$ cat config.mk
export PLATFORM = sky130hd
export DESIGN_NAME = relu_vec_flat
export DESIGN_NICKNAME = d
export VERILOG_FILES = /design/src/rtl/relu_vec_if.sv /design/src/rtl/relu_vec.sv /design/src/flat_wrapper.sv
export SDC_FILE = /design/constraint.sdc
export NUM_CORES = 1
export LEC_CHECK = 0
export BUFFER_PORTS_ARGS = -buffer_cell sky130_fd_sc_hd__buf_4
export CAP_MARGIN = 20
export CORE_UTILIZATION = 50
export DETAILED_ROUTE_END_ITERATION = 12
export PLACE_DENSITY_LB_ADDON = 0.1
export REMOVE_ABC_BUFFERS = 1
export SYNTH_ARGS = -nofsm -noshare
export SYNTH_HDL_FRONTEND = slang
export SYNTH_SLANG_ARGS = --single-unit
$ cat constraint.sdc
create_clock -name clk -period 4.99 [get_ports clk]
set_clock_uncertainty 0.15 [all_clocks]
set_input_delay 0.7485 -clock clk [delete_from_list [all_inputs] [get_ports clk]]
set_output_delay 0.7485 -clock clk [all_outputs]
set_load 0.05 [all_outputs]
$ cat src/rtl/relu_vec_if.sv
// Handshake and data bundle for relu_vec: masked operand vectors in, re-masked
// result vector out.
interface relu_vec_if #(
  parameter int unsigned N = 8,
  parameter int unsigned M = 4
) ();
  logic [1:0]       mode;
  logic             in_valid;
  logic             in_ready;
  logic [2*N*M-1:0] g_input;
  logic [N*M-1:0]   e_input;
  logic             out_valid;
  logic             out_ready;
  logic [N*M-1:0]   o;
  logic             busy;

  modport master (
    output mode, in_valid, g_input, e_input, out_ready,
    input  in_ready, out_valid, o, busy
  );

  modport slave (
    input  mode, in_valid, g_input, e_input, out_ready,
    output in_ready, out_valid, o, busy
  );
endinterface

$ cat src/rtl/relu_vec.sv
// Masked vector activation: reconstructs x = r1 + (x - r1), applies the selected
// activation, re-masks with r2. One element per cycle through a 2-stage pipeline.
module relu_vec #(
  parameter int unsigned N    = 8,
  parameter int unsigned M    = 4,
  parameter int unsigned FRAC = 0
) (
  input logic      clk,
  input logic      rst,
  relu_vec_if.slave bus
);

  localparam int unsigned IW = $clog2(M + 1);
  localparam logic [IW-1:0] MaxIdx  = IW'(M);
  localparam logic [IW-1:0] LastIdx = IW'(M - 1);

  typedef enum logic [1:0] {StIdle, StBusy, StDone} state_e;

  state_e           state_q, state_d;
  logic [2*N*M-1:0] g_q, g_d;
  logic [N*M-1:0]   e_q, e_d;
  logic [1:0]       mode_q, mode_d;
  logic [IW-1:0]    idx_q, idx_d;
  logic [IW-1:0]    xidx_q, xidx_d;
  logic [N-1:0]     x_q, x_d;
  logic             xvld_q, xvld_d;
  logic [N*M-1:0]   o_q, o_d;
  logic             ov_q, ov_d;

  int unsigned      s1_i, s2_i;
  logic [N-1:0]     r1_s, e_s, r2_s, relu_s, y_s;

  // Operand select for stage 1 (clipped once the index runs past the vector)
  // and stage 2 (index of the element held in x_q).
  always_comb begin
    s1_i   = (idx_q != MaxIdx) ? 32'(idx_q) : 32'd0;
    s2_i   = 32'(xidx_q);
    r1_s   = g_q[2*N*s1_i + N +: N];
    e_s    = e_q[N*s1_i +: N];
    r2_s   = g_q[2*N*s2_i +: N];
    relu_s = x_q[N-1] ? '0 : x_q;
    y_s    = '0;
    unique case (mode_q)
      2'd0: y_s = relu_s;
      2'd1: y_s = x_q;
      2'd2: y_s[0] = ~x_q[N-1];
      2'd3: y_s = relu_s >> FRAC;
      default: y_s = '0;
    endcase
  end

  always_comb begin
    state_d = state_q;
    g_d     = g_q;
    e_d     = e_q;
    mode_d  = mode_q;
    idx_d   = idx_q;
    xidx_d  = xidx_q;
    x_d     = x_q;
    xvld_d  = xvld_q;
    o_d     = o_q;
    ov_d    = ov_q;
    unique case (state_q)
      StIdle: begin
        if (bus.in_valid) begin
          g_d     = bus.g_input;
          e_d     = bus.e_input;
          mode_d  = bus.mode;
          idx_d   = '0;
          xvld_d  = 1'b0;
          state_d = StBusy;
        end
      end
      StBusy: begin
        if (idx_q != MaxIdx) begin
          x_d    = r1_s + e_s;
          xidx_d = idx_q;
          xvld_d = 1'b1;
          idx_d  = idx_q + IW'(1);
        end else begin
          xvld_d = 1'b0;
        end
        if (xvld_q) begin
          o_d[N*s2_i +: N] = y_s - r2_s;
          if (xidx_q == LastIdx) begin
            state_d = StDone;
            ov_d    = 1'b1;
          end
        end
      end
      StDone: begin
        if (bus.out_ready) begin
          state_d = StIdle;
          ov_d    = 1'b0;
        end
      end
      default: state_d = StIdle;
    endcase
  end

  always_ff @(posedge clk or posedge rst) begin
    if (rst) begin
      state_q <= StIdle;
      g_q     <= '0;
      e_q     <= '0;
      mode_q  <= '0;
      idx_q   <= '0;
      xidx_q  <= '0;
      x_q     <= '0;
      xvld_q  <= 1'b0;
      o_q     <= '0;
      ov_q    <= 1'b0;
    end else begin
      state_q <= state_d;
      g_q     <= g_d;
      e_q     <= e_d;
      mode_q  <= mode_d;
      idx_q   <= idx_d;
      xidx_q  <= xidx_d;
      x_q     <= x_d;
      xvld_q  <= xvld_d;
      o_q     <= o_d;
      ov_q    <= ov_d;
    end
  end

  // in_ready drops combinationally with rst so nothing is offered during reset.
  assign bus.in_ready  = (state_q == StIdle) & ~rst;
  assign bus.busy      = (state_q == StBusy);
  assign bus.out_valid = ov_q;
  assign bus.o         = o_q;

endmodule

$ cat src/flat_wrapper.sv
// flat-port wrapper written by rule: the top's interface ports become plain ports
module relu_vec_flat 
#(
  parameter int unsigned N    = 8,
  parameter int unsigned M    = 4,
  parameter int unsigned FRAC = 0
)
  (clk, rst, bus_mode, bus_in_valid, bus_g_input, bus_e_input, bus_out_ready, bus_in_ready, bus_out_valid, bus_o, bus_busy);
  relu_vec_if #(.N(N), .M(M)) bus_i ();
  input logic clk;
  input logic rst;
  input wire logic [$bits(bus_i.mode)-1:0] bus_mode;
  input wire logic [$bits(bus_i.in_valid)-1:0] bus_in_valid;
  input wire logic [$bits(bus_i.g_input)-1:0] bus_g_input;
  input wire logic [$bits(bus_i.e_input)-1:0] bus_e_input;
  input wire logic [$bits(bus_i.out_ready)-1:0] bus_out_ready;
  output wire logic [$bits(bus_i.in_ready)-1:0] bus_in_ready;
  output wire logic [$bits(bus_i.out_valid)-1:0] bus_out_valid;
  output wire logic [$bits(bus_i.o)-1:0] bus_o;
  output wire logic [$bits(bus_i.busy)-1:0] bus_busy;
  assign bus_i.mode = bus_mode;
  assign bus_i.in_valid = bus_in_valid;
  assign bus_i.g_input = bus_g_input;
  assign bus_i.e_input = bus_e_input;
  assign bus_i.out_ready = bus_out_ready;
  assign bus_in_ready = bus_i.in_ready;
  assign bus_out_valid = bus_i.out_valid;
  assign bus_o = bus_i.o;
  assign bus_busy = bus_i.busy;
  relu_vec #(.N(N), .M(M), .FRAC(FRAC)) u_core (.clk(clk), .rst(rst), .bus(bus_i));
endmodule
## After elaboration in Yosys (flattened, before gate mapping)

Cells that the tools add are included.

- Flip-flop bits (word level): 148
- Output and inout bits: 35
- Word-level logic and storage cells: 67

- Add/subtract/negate cells: 5
- Equal/unequal tests: 12
- Shift-type cells: 5
- Muxes and demuxes: 20
- Bitwise logic cells: 3
- Reduce and logical (&&, ||, !) cells: 12

Operators with widths:

| cell | count |
|---|---|
| $shiftx 64x33->8 | 1 |
| $shiftx 64x8->8 | 1 |
| $neg 6->34 | 1 |
| $shift 8x34->32 const A | 1 |
| $shiftx 8x34->32 | 1 |
| $shiftx 32x33->8 | 1 |
| $add 32x4->32 const B | 1 |
| $bwmux 32 | 1 |
| $pmux 7 s2 | 1 |
| $mux 3 | 3 |
| $add 8x8->8 | 1 |
| $mux 2 | 4 |
| $reduce_and 2->1 | 4 |
| $reduce_and 4->1 | 2 |
| $sub 8x8->8 | 1 |
| $mux 7 | 1 |
| $eq 2x2->1 const B | 3 |
| $ne 2x1->1 const B | 3 |
| $pmux 2 s3 | 1 |
| $pmux 3 s2 | 1 |
| $mux 1 | 5 |
| $eq 2x1->1 const B | 2 |
| $logic_not 2->1 | 2 |
| $ne 2x2->1 const B | 2 |
| other kinds (10) | 13 |

## Longest topological paths before layout

Gate-level depths: netlist of run 1.

- Depth after elaboration: 6
- Mapped depth: 17
- Mapped depth without buffers: 13

## Least setup slack after synthesis of run 1

Ideal clock, no wire load.

- Path type: flip-flop to flip-flop
- Start: register u_core.idx_q[0]
- End: register u_core.x_q[7]
- Arrival time: 3.428 ns
- Data required time: 4.709 ns
- Setup slack: 1.281 ns
- Cell stages (with the launch flop): 17
- Path buffers: 4
- Clock period less this slack: 3.709 ns
- Cells stage by stage: dfrtp_1 > buf_2 > inv_1 > ha_1 > buf_2 > a21bo_2 > clkbuf_1 > clkbuf_1 > a211oi_1 > a211oi_1 > ha_1 > a211oi_1 > nor2_1 > or4_1 > a31oi_1 > xnor2_1 > o21ai_1

- Cells in the longest elaborated chain, start to end: 5
- Elaborated cells between the ends (all ways): 7
- Those cells by class: 2 x add/sub; 1 x eq/ne; 2 x shift; 1 x mux; 1 x reduce/logical

Ends and longest elaborated chain:

| item | RTL line | RTL |
|---|---|---|
| start, declared | relu_vec.sv:23 | `logic [IW-1:0] idx_q, idx_d;` |
| start signal, assigned | relu_vec.sv:118 | `idx_q <= idx_d;` |
| $ne 3x3->1 | relu_vec.sv:36, relu_vec.sv:75 |  |
| $mux 3 | relu_vec.sv:36 | `s1_i = (idx_q != MaxIdx) ? 32'(idx_q) : 32'd0;` |
| $add 32x4->32 | relu_vec.sv:38 | `r1_s = g_q[2*N*s1_i + N +: N];` |
| $shiftx 64x33->8 | relu_vec.sv:38 |  |
| $add 8x8->8 | relu_vec.sv:76 | `x_d = r1_s + e_s;` |
| end signal, assigned | relu_vec.sv:109 | `x_q <= '0;` |
| end signal, assigned | relu_vec.sv:120 | `x_q <= x_d;` |
| end, declared | relu_vec.sv:25 | `logic [N-1:0] x_q, x_d;` |

Parallel ways exist; a longest one is shown, timed or not.
A chain may end at the register's enable or synchronous reset.

## Worst setup path in the final report of run 1

- Start: register u_core.idx_q[1]
- End: register u_core.x_q[7]

The elaborated chain is that of the path after synthesis.

==> out/results.ini, run 1 <==
[status]
status=finished clean

[sta]
worst_pin_slew_ns=1.02
grt_setup_unrepaired=false
tns_ns=0
fin_crit_ns=3.78
fin_ws_ns=1.21
drv_slew=0
hold_violations=0
slew_headroom_pct=32.2
setup_violations=0
fin_crit_sh_pct=75.8
fmax_mhz=264

[synthesis]
synth_area_leaders=dfrtp_1 (51%), nand2_1 (18%), ha_1 (4.0%), a211oi_1 (3.3%), o21ai_0 (2.2%)
synth.avg_cell_area_sq_um=9.07
synth_area_leader_cell=dfrtp_1
synth_cells=794
synth_seq_cells=148
yosysUniqueCellTypes=51
synth_edf_count=0
ys.flop_type=dfrtp_1
synth_area_sq_mm=0.00720
netlist.area_leader.share_pct=51.4
yosys_warnings=0
ys_seq_area_share_pct=51.4
async_reset_ff_share_pct=100

[floorplan]
row_count=43
die_height_um=122
dieArea_sq_mm=0.0149
io_pins=137
core_area_sq_mm=0.0140
initial_core_util_pct=51.5
die_w_um=122

[cells_and_area]
drive_gt1_share_pct=21.0
syn2layout_area_growth_pct=23.6
nFillCells=1185
nNetsFinal=1042
antenna_cells=0

[route]
drt_wl_total_um=16000
drc=0
viasPerCell=5.24
firstDrtPassIters=5
num_vias=5804
ant_nets=0
initialDrtViolationCount=324
wl_per_cell_um=14.5

[cts]
clk_pin_slew_ns=0.06
cts_root_buf=clkbuf_16
clock_path_buffers=2
cts.sinks=148
cts_made_buffers=17
ctsResizeCount=0
ctsHoldBuffers=0
post_cts.repair.setup_buffers=0
htreeDepth=4
cts_tree=yes
clk_latency_ns=0.41

[placement]
dp_hpwl_um=11200
gp_congestion=0.813
dp_worst_setup_slack_ns=1.25
io_buffers=136

[grt]
grt_overflow_total=0
grt_use_total_pct=23.3
grt_start_max_net_pins=110
antenna_found_initial=0
grt_pass1_vias=5703
grt_pass1_wl_um=26900

[critical_path]
max_stage_delay_ns=0.53
cp_top_family=compound AO/OA/AOI/OAI gates
crit_required_ns=5.11
cp-start-kind=flop
cp.arrival_ns=3.91
path_cells=inv_1, ha_1, a21bo_2, a211oi_1, a211oi_1, ha_1, a211oi_1, nor2_1, or4_1, a31oi_1, xnor2_1, o21ai_1
critPathBufInv=1
cp_max_fo=30
crit_type=flop to flop
worst_setup_path_end_kind=flop
crit_slowest_cell=a21bo_2
critPathMostFrequentCell=a211oi_1

[power]
clock_power_share_pct=16.5
swShare_pct=43.9
pwr-share-comb_pct=52.8
p_leak_nw=4.54
ir_drop_mv=0.386
switchingPower_mw=3.09
internal-power_mw=3.94
seqPwrFrac_pct=30.6
power.density_mw_per_mm2=789

[worst_hold_path]
hold_path_class=input pin to async pin

[flow_run]
maxCapViolations=0

final timing paths:
path | from | end | cells past startpoint | slack (ns)
max in group asynchronous | rst | u_core.g_q[50] | 3 | 3.70
hold reg to reg | u_core.x_q[4] | u_core.x_q[4] | 2 | 0.32
setup / recovery | u_core.idx_q[1] | u_core.x_q[7] | 12 | 1.21
setup reg to reg | u_core.idx_q[1] | u_core.x_q[7] | 12 | 1.21
hold / removal | rst | u_core.e_q[7] | 2 | 0.16
min in group clk | u_core.x_q[4] | u_core.x_q[4] | 2 | 0.32
metal layers:
metal | GRT usage, % | vias up | routed length [um]
met4 | 7.02 | 0 | 224
met5 | 0 | - | 0
li1 | - | 2858 | -
met2 | 39.9 | 150 | 8190
met3 | 4.87 | 22 | 659
met1 | 29.5 | 2774 | 6930
cell type report:
| type | count | area (sq um) | share of cell area [%] |
|---|---|---|---|
| clock buffer | 22 | 454 | 5.10 |
| clock inverter | 9 | 82.6 | 0.927 |
| inverter | 15 | 66.3 | 0.745 |
| tap | 180 | 225 | 2.53 |
| sequential | 148 | 3700 | 41.6 |
| timing repair buffer | 143 | 1090 | 12.3 |
| multi-input combinational | 590 | 3280 | 36.8 |
registers in the layout (all words and copies together) (netlist names):
register / cells
u_core.x_q: 8
u_core.xidx_q: 3
u_core.g_q: 64
u_core.state_q: 2
u_core.xvld_q: 1
u_core.idx_q: 3
u_core.mode_q: 2
u_core.bus.out_valid: 1
u_core.bus.o: 32
u_core.e_q: 32
cell usage in the layout (no fill, tap or decap), types with 4 or more instances in the layout:
| master | synthesis | routed |
|---|---|---|
| nand2_1 | 346 | 345 |
| dfrtp_1 | 148 | 148 |
| and2_1 | 8 | 7 |
| clkbuf_1 | 29 | 4 |
| o31ai_1 | 6 | 6 |
| inv_1 | 13 | 12 |
| o21ai_1 | 9 | 9 |
| clkinv_2 | 0 | 4 |
| o21ai_0 | 32 | 32 |
| xnor2_1 | 7 | 7 |
| a211oi_1 | 32 | 32 |
| clkbuf_16 | 0 | 17 |
| mux4_2 | 7 | 7 |
| xor2_1 | 4 | 4 |
| mux2i_1 | 15 | 15 |
| a21oi_1 | 11 | 11 |
| buf_4 | 0 | 142 |
| ha_1 | 23 | 23 |
| nand3_1 | 4 | 4 |
| nor3_1 | 5 | 5 |
| nor2b_1 | 21 | 21 |
| nor2_1 | 11 | 11 |
| mux2_2 | 7 | 7 |
| nand2b_1 | 6 | 6 |
logic make-up (layout without fill, tap and decap cells):
| family | count (synthesis) | after routing | synth area share [%] |
|---|---|---|---|
| AND/OR/NAND/NOR | 413 | 413 | 23.7 |
| flip-flops | 148 | 148 | 51.4 |
| AO/OA/AOI/OAI | 108 | 108 | 9.66 |
| buffers and inverters | 56 | 189 | 3.20 |
| multiplexers | 33 | 33 | 6.15 |
| adder cells (fa/ha/maj) | 25 | 25 | 4.55 |
| XOR/XNOR | 11 | 11 | 1.34 |
cell usage after synthesis (5+ instances only):
library cell / number
xnor2_1: 7
nor2b_1: 21
mux4_2: 7
mux2i_1: 15
ha_1: 23
mux2_2: 7
a21oi_1: 11
and2_1: 8
nand2b_1: 6
nor2_1: 11
buf_2: 6
buf_1: 5
dfrtp_1: 148
inv_1: 13
nor3_1: 5
o21ai_0: 32
nand2_1: 346
o31ai_1: 6
clkbuf_1: 29
a211oi_1: 32
o21ai_1: 9
per-stage QoR:
| step | area [sq um] | std cells | total power, mW | util, % | hold slack, ns |
|---|---|---|---|---|---|
| after global placement | 8340 | 1075 | 5.77 | 59.6 | 0.305 |
| after floorplan | 7040 | 753 | 4.86 | - | 0.288 |
| after global routing | 8910 | 1107 | 7.62 | 63.7 | 0.175 |
| final | 8910 | 1107 | 7.03 | 63.7 | 0.157 |
| after detailed placement | 8340 | 1075 | 5.89 | 59.6 | 0.311 |
| after CTS | 8880 | 1106 | 7.09 | 63.5 | 0.326 |
power groups by stage:
stage                     Combinational [mW]  Clock (mW)  Sequential, mW
after floorplan                         2.37           0            2.48
after global placement                  3.62           0            2.15
after detailed placement                3.72           0            2.17
after CTS                               3.75        1.19            2.15
after global routing                    4.16        1.24            2.22
final                                   3.71        1.16            2.15
No activity file was read; power rests on OpenSTA's default activity.
==> inputs of run 2 (changes only) <==
--- a/config.mk
+++ b/config.mk
@@ -5,9 +5,10 @@
 export SDC_FILE = /design/constraint.sdc
 export NUM_CORES = 1
 export LEC_CHECK = 0
+export ABC_AREA = 1
 export BUFFER_PORTS_ARGS = -buffer_cell sky130_fd_sc_hd__buf_4
 export CAP_MARGIN = 20
-export CORE_UTILIZATION = 50
+export CORE_UTILIZATION = 51
 export DETAILED_ROUTE_END_ITERATION = 12
 export PLACE_DENSITY_LB_ADDON = 0.1
 export REMOVE_ABC_BUFFERS = 1
==> constraint.sdc (replaced) <==
create_clock -name clk -period 3.4 [get_ports clk]
set_clock_uncertainty 0.15 [all_clocks]
set_input_delay 0.51 -clock clk [delete_from_list [all_inputs] [get_ports clk]]
set_output_delay 0.51 -clock clk [all_outputs]
set_load 0.05 [all_outputs]
==> run 2 against run 1 <==
Total power down 44%. Clock power up 77%. Fmax up 27%. Largest cell class unchanged. Cell count up 14%. Critical path type unchanged. Largest power group is now clock. Core utilization up 2.2 points. Synthesized cell count up 18%. Count of clock-buffer cells in the layout up 1. Critical path depth up 3. Flip-flop and latch count unchanged. Final area up 3.5%. Setup slack worse by 0.79 ns. Via count up 9.4%.
==> out/results.ini, run 2 <==
[placement]
io_buffers=136
placed_cell_area_sq_mm=0.00856
gp_congestion=0.835
dp_hpwl_um=11600

[cts]
clk_pin_slew_ns=0.06
clock_path_buffers=2
post_cts.repair.setup_buffers=0
cts_made_buffers=17
clk_latency_ns=0.42
cts_root_buf=clkbuf_16
ctsHoldBuffers=0
htreeDepth=4
cts.sinks=148
cts_tree=yes

[sta]
hold_violations=0
grt_setup_unrepaired=false
fin_crit_sh_pct=87.7
fmax_mhz=335
worst_pin_slew_ns=0.822
fin_crit_ns=2.98
slew_headroom_pct=45.2
tns_ns=0
setup_violations=0
drv_slew=0
hold_ws_ns=0.0397

[critical_path]
cp-start-kind=flop
path_cells=inv_1, ha_1, nand2_2, nand2_2, inv_2, o21ai_0, o21bai_1, a21oi_1, ha_1, fa_1, nand4_1, nand3_1, or2_2, nand3_1, o21ai_0
r2r-start=u_core.idx_q[1]
max_stage_delay_ns=0.42
crit_required_ns=3.54
cp_top_family=adder cells
crit_slowest_cell=fa_1
crit_type=flop to flop
critPathBufInv=2
cp_max_fo=7
worst_setup_path_end_kind=flop
cp.arrival_ns=3.12
crit_path_start=u_core.idx_q[1]

[synthesis]
synth_area_leader_cell=dfrtp_1
synth-simple-area-share_pct=27.8
synth_cells=937
yosysUniqueCellTypes=40
synth_edf_count=0
netlist.area_leader.share_pct=50.1
synth_area_leaders=dfrtp_1 (50%), nand2_1 (20%), ha_1 (3.9%), o21ai_0 (3.6%), inv_1 (2.9%)
async_reset_ff_share_pct=100
ys.flop_type=dfrtp_1
synth_most_common_cell=nand2_1
synth_seq_cells=148
ys_seq_area_share_pct=50.1
synthXorXnorAreaFrac_pct=0.948
synth-adder-area-share_pct=4.44
netlist_top_cells_count=nand2_1 (395), dfrtp_1 (148), inv_1 (58), nor2_1 (53), o21ai_0 (53)
synth-compound-area-share_pct=10.4
synthMuxAreaShare_pct=0
synth_area_sq_mm=0.00739
synth_top_family_by_area=simple AND/OR/NAND/NOR gates
synth.avg_cell_area_sq_um=7.89
yosys_warnings=0

[cells_and_area]
layout_common_cells=nand2_1 (393), buf_4 (149), dfrtp_1 (148), inv_1 (57)
drive_gt1_share_pct=19.6
largest_reg_flops=64
fin_util_pct=65.9
nNetsFinal=1193
antenna_cells=0
syn2layout_area_growth_pct=24.7
final_common_cell=nand2_1
postLayoutCellArea_sq_mm=0.00922
top_register=u_core.g_q
nFillCells=1246

[route]
firstDrtPassIters=5
viasPerCell=5.04
initialDrtViolationCount=458
ant_nets=0
wl_per_cell_um=13.1
num_vias=6348
drt_wl_total_um=16500
drc=0

[floorplan]
die_w_um=122
die_height_um=122
row_count=43
core_area_sq_mm=0.0140
dieArea_sq_mm=0.0150
initial_core_util_pct=52.8
io_pins=137

[grt]
grt_pass1_vias=5921
met1_usage_pct=32.1
antenna_found_initial=0
grt_pass1_wl_um=27900
grt_use_total_pct=23.9
grt_overflow_total=0
use_met3_pct=4.74
use_met2_pct=38.3
grt_start_max_net_pins=83
grt-busiest-layer=met2

[power]
fin_total_pwr_mw=3.94
p_leak_nw=5.04
internal-power_mw=3.20
swShare_pct=18.9
switchingPower_mw=0.743
ir_drop_mv=0.321
pwr-share-comb_pct=3.2
clock_power_share_pct=52.1
power.density_mw_per_mm2=427
seqPwrFrac_pct=44.7

[worst_hold_path]
hold_path_class=input pin to async pin

[status]
status=finished clean

[flow_run]
maxCapViolations=0

## run 2: cell types whose count changed after synthesis, sizes merged, moves of 21 or more
cell | before | now
a211oi | 32 | 0
nor2 | 11 | 56
nand2 | 347 | 399
inv | 13 | 71
nor2b | 21 | 0
a21oi | 11 | 32
nand3 | 4 | 38
o21ai | 41 | 84
## run 2: layer usage
metal / part of all wire (%) / wire length [um] / up-vias
met4: 1.8 / 291 / 0
met3: 4.3 / 717 / 25
li1: - / - / 3240
met5: 0 / 0 / -
met1: 46 / 7620 / 2921
met2: 48 / 7920 / 162
## run 2: path summary, 6_finish.rpt
| check | endpoint | slack [ns] | cells after the start |
|---|---|---|---|
| worst max register to register | u_core.x_q[6] | 0.42 | 15 |
| worst min-delay path | u_core.g_q[47] | 0.04 | 2 |
| min in group clk | u_core.g_q[34] | 0.12 | 3 |
| worst max-delay path | u_core.x_q[6] | 0.42 | 15 |
| worst min register to register | u_core.g_q[36] | 0.32 | 2 |
| max in group asynchronous | u_core.e_q[17] | 2.30 | 3 |
## run 2: metrics by stage
| stage | setup WS, ns | std cells |
|---|---|---|
| after floorplan | -1.24 | 897 |
| after global placement | 0.428 | 1227 |
| after detailed placement | 0.351 | 1227 |
| after CTS | 0.338 | 1259 |
| after global routing | 0.0960 | 1259 |
| final | 0.418 | 1259 |
## run 2: logic make-up after synthesis
group | count (synthesis)
buffers and inverters | 111
adders and majority gates | 25
and+or+nand+nor | 505
DFF | 148
xor gates and xnor gates | 8
AOI/OAI and AO/OA | 140
## run 2: power by group through the flow
stage                     sequential, mW  clock, mW  combinational, mW
after floorplan                     1.79          0             0.0257
after detailed placement            1.79          0              0.128
final                               1.76       2.05              0.125
after global routing                1.76       2.15              0.140
after global placement              1.79          0              0.127
after CTS                           1.76       2.08              0.129
## run 2: cell type report
cell class	count	area (sq um)	area share, %
Multi-Input combinational cell	678	3230	35.0
Tap cell	180	225	2.44
Timing Repair Buffer	150	1140	12.4
Inverter	71	273	2.96
Clock inverter	9	174	1.89
Sequential cell	148	3700	40.2
Clock buffer	23	478	5.18
## run 2: worst reg2reg max path, stage by stage (launching register included)
cell and delay [ns]:
dfrtp_1 0.41, inv_1 0.09, ha_1 0.17, nand2_2 0.13, nand2_2 0.16, inv_2 0.09, o21ai_0 0.14, o21bai_1 0.12
a21oi_1 0.08, ha_1 0.26, fa_1 0.42, nand4_1 0.12, nand3_1 0.09, or2_2 0.27, nand3_1 0.06, o21ai_0 0.07
## run 2: timing repair
| item | CTS | global route |
|---|---|---|
| setup endpoints to repair | 0 | 1 |
| gates resized for setup | 0 | 1 |
| hold endpoints to repair | 0 | 0 |
==> inputs of run 3 (changes only) <==
--- a/config.mk
+++ b/config.mk
@@ -9,6 +9,7 @@
 export BUFFER_PORTS_ARGS = -buffer_cell sky130_fd_sc_hd__buf_4
 export CAP_MARGIN = 20
 export CORE_UTILIZATION = 51
+export CTS_BUF_LIST = sky130_fd_sc_hd__clkbuf_8 sky130_fd_sc_hd__clkbuf_16
 export DETAILED_ROUTE_END_ITERATION = 12
 export PLACE_DENSITY_LB_ADDON = 0.1
 export REMOVE_ABC_BUFFERS = 1
==> run 3 against run 2 <==
Total power shrank 0.11%. Cell count is the same. First-iteration DRC count shrank 1.3%. Sequential share of layout area is the same. Register-to-register slack is essentially flat. Fmax grew 0.23%. Highest routed layer unchanged.
==> out/results.ini, run 3 (synthesis results as in run 2) <==
[worst_hold_path]
hold_path_class=input pin to async pin

[grt]
grt_overflow_total=0
grt_pass1_wl_um=27900
grt_pass1_vias=5921
grt_use_total_pct=23.9
antenna_found_initial=0
grt_start_max_net_pins=83

[cells_and_area]
final_common_cell=nand2_1
nNetsFinal=1193
drive_gt1_share_pct=19.6
fin_util_pct=65.9
postLayoutCellArea_sq_mm=0.00922
largest_reg_flops=64
syn2layout_area_growth_pct=24.7
top_register=u_core.g_q
layout_common_cells=nand2_1 (393), buf_4 (149), dfrtp_1 (148), inv_1 (60)
antenna_cells=0
stdcell_count=1259

[critical_path]
crit_type=flop to flop
cp_max_fo=7
worst_setup_path_end_kind=flop
crit_required_ns=3.54
cp-start-kind=flop
cp.arrival_ns=3.11

[power]
fin_total_pwr_mw=3.93
ir_drop_mv=0.324
power.density_mw_per_mm2=427
p_leak_nw=5.05

[cts]
clock_path_buffers=2
ctsHoldBuffers=0
cts_made_buffers=17
clk_latency_ns=0.43
cts.sinks=148
cts_tree=yes
htreeDepth=4
ctsResizeCount=0
clk_pin_slew_ns=0.06
post_cts.repair.setup_buffers=0
cts_root_buf=clkbuf_16

[sta]
worst_pin_slew_ns=0.823
hold_violations=0
fin_crit_sh_pct=87.5
setup_violations=0
hold_ws_ns=0.0394
slew_headroom_pct=45.1
drv_slew=0
fin_crit_ns=2.97
fmax_mhz=336
grt_setup_unrepaired=false

[floorplan]
die_height_um=122
io_pins=137
die_w_um=122
initial_core_util_pct=52.8
row_count=43
core_area_sq_mm=0.0140
dieArea_sq_mm=0.0150

[route]
firstDrtPassIters=6
wl_per_cell_um=13.2
drt_wl_total_um=16600
num_vias=6345
drc=0
ant_nets=0
initialDrtViolationCount=452
viasPerCell=5.04

[placement]
dp_cells=1227
placed_cell_area_sq_mm=0.00856
gp_congestion=0.835
dp_hpwl_um=11600
io_buffers=136

[status]
status=finished clean

[flow_run]
maxCapViolations=0

==> run 3: cell count changes in the layout (fill, tap and decap cells not counted), sizes merged <==
cell,before,now
inv,70,73
clkbuf,23,20
==> run 3: critical path: stages (launching register included) <==
cell	delay, ns
dfrtp_1	0.42
inv_1	0.09
ha_1	0.17
nand2_2	0.13
nand2_2	0.16
inv_2	0.09
o21ai_0	0.14
o21bai_1	0.12
a21oi_1	0.08
ha_1	0.26
fa_1	0.42
nand4_1	0.12
nand3_1	0.09
or2_2	0.27
nand3_1	0.06
o21ai_0	0.07
==> run 3: area by class of cell <==
type,instances,area [sq um]
Clock buffer,20,467
Fill cell,1246,4770
Multi-Input combinational cell,678,3230
Clock inverter,12,185
Sequential cell,148,3700
Tap cell,180,225
Inverter,71,273
Timing Repair Buffer,150,1140
==> run 3: layer usage <==
layer	GRT usage [%]	vias to the layer above	part of all wire, %
met4	8.69	0	1.6
met2	38.3	157	48
met5	0	-	0
met3	4.74	20	4.5
li1	-	3241	-
met1	32.1	2927	46
==> run 3: final timing paths <==
kind                            startpoint  cells past startpoint             end  slack, ns
min in group clk           bus_g_input[34]                      3  u_core.g_q[34]       0.12
max in group asynchronous              rst                      3   u_core.e_q[4]       2.30
min reg2reg                 u_core.g_q[36]                      2  u_core.g_q[36]       0.32
max reg2reg                u_core.idx_q[1]                     15   u_core.x_q[6]       0.43
max                        u_core.idx_q[1]                     15   u_core.x_q[6]       0.43
min                                    rst                      2  u_core.g_q[47]       0.04
==> run 3: per-stage QoR <==
| stage | setup slack (ns) | setup TNS [ns] |
|---|---|---|
| after floorplan | -1.24 | -184.85 |
| after global routing | 0.0960 | 0 |
| after detailed placement | 0.351 | 0 |
| after global placement | 0.428 | 0 |
| after CTS | 0.338 | 0 |
| final | 0.425 | 0 |
==> run 3: power by group <==
part / switching, mW / internal [mW]
clock network: 0.698 / 1.35
logic: 0.0498 / 0.0754
registers: 0 / 1.76
total: 0.748 / 3.19
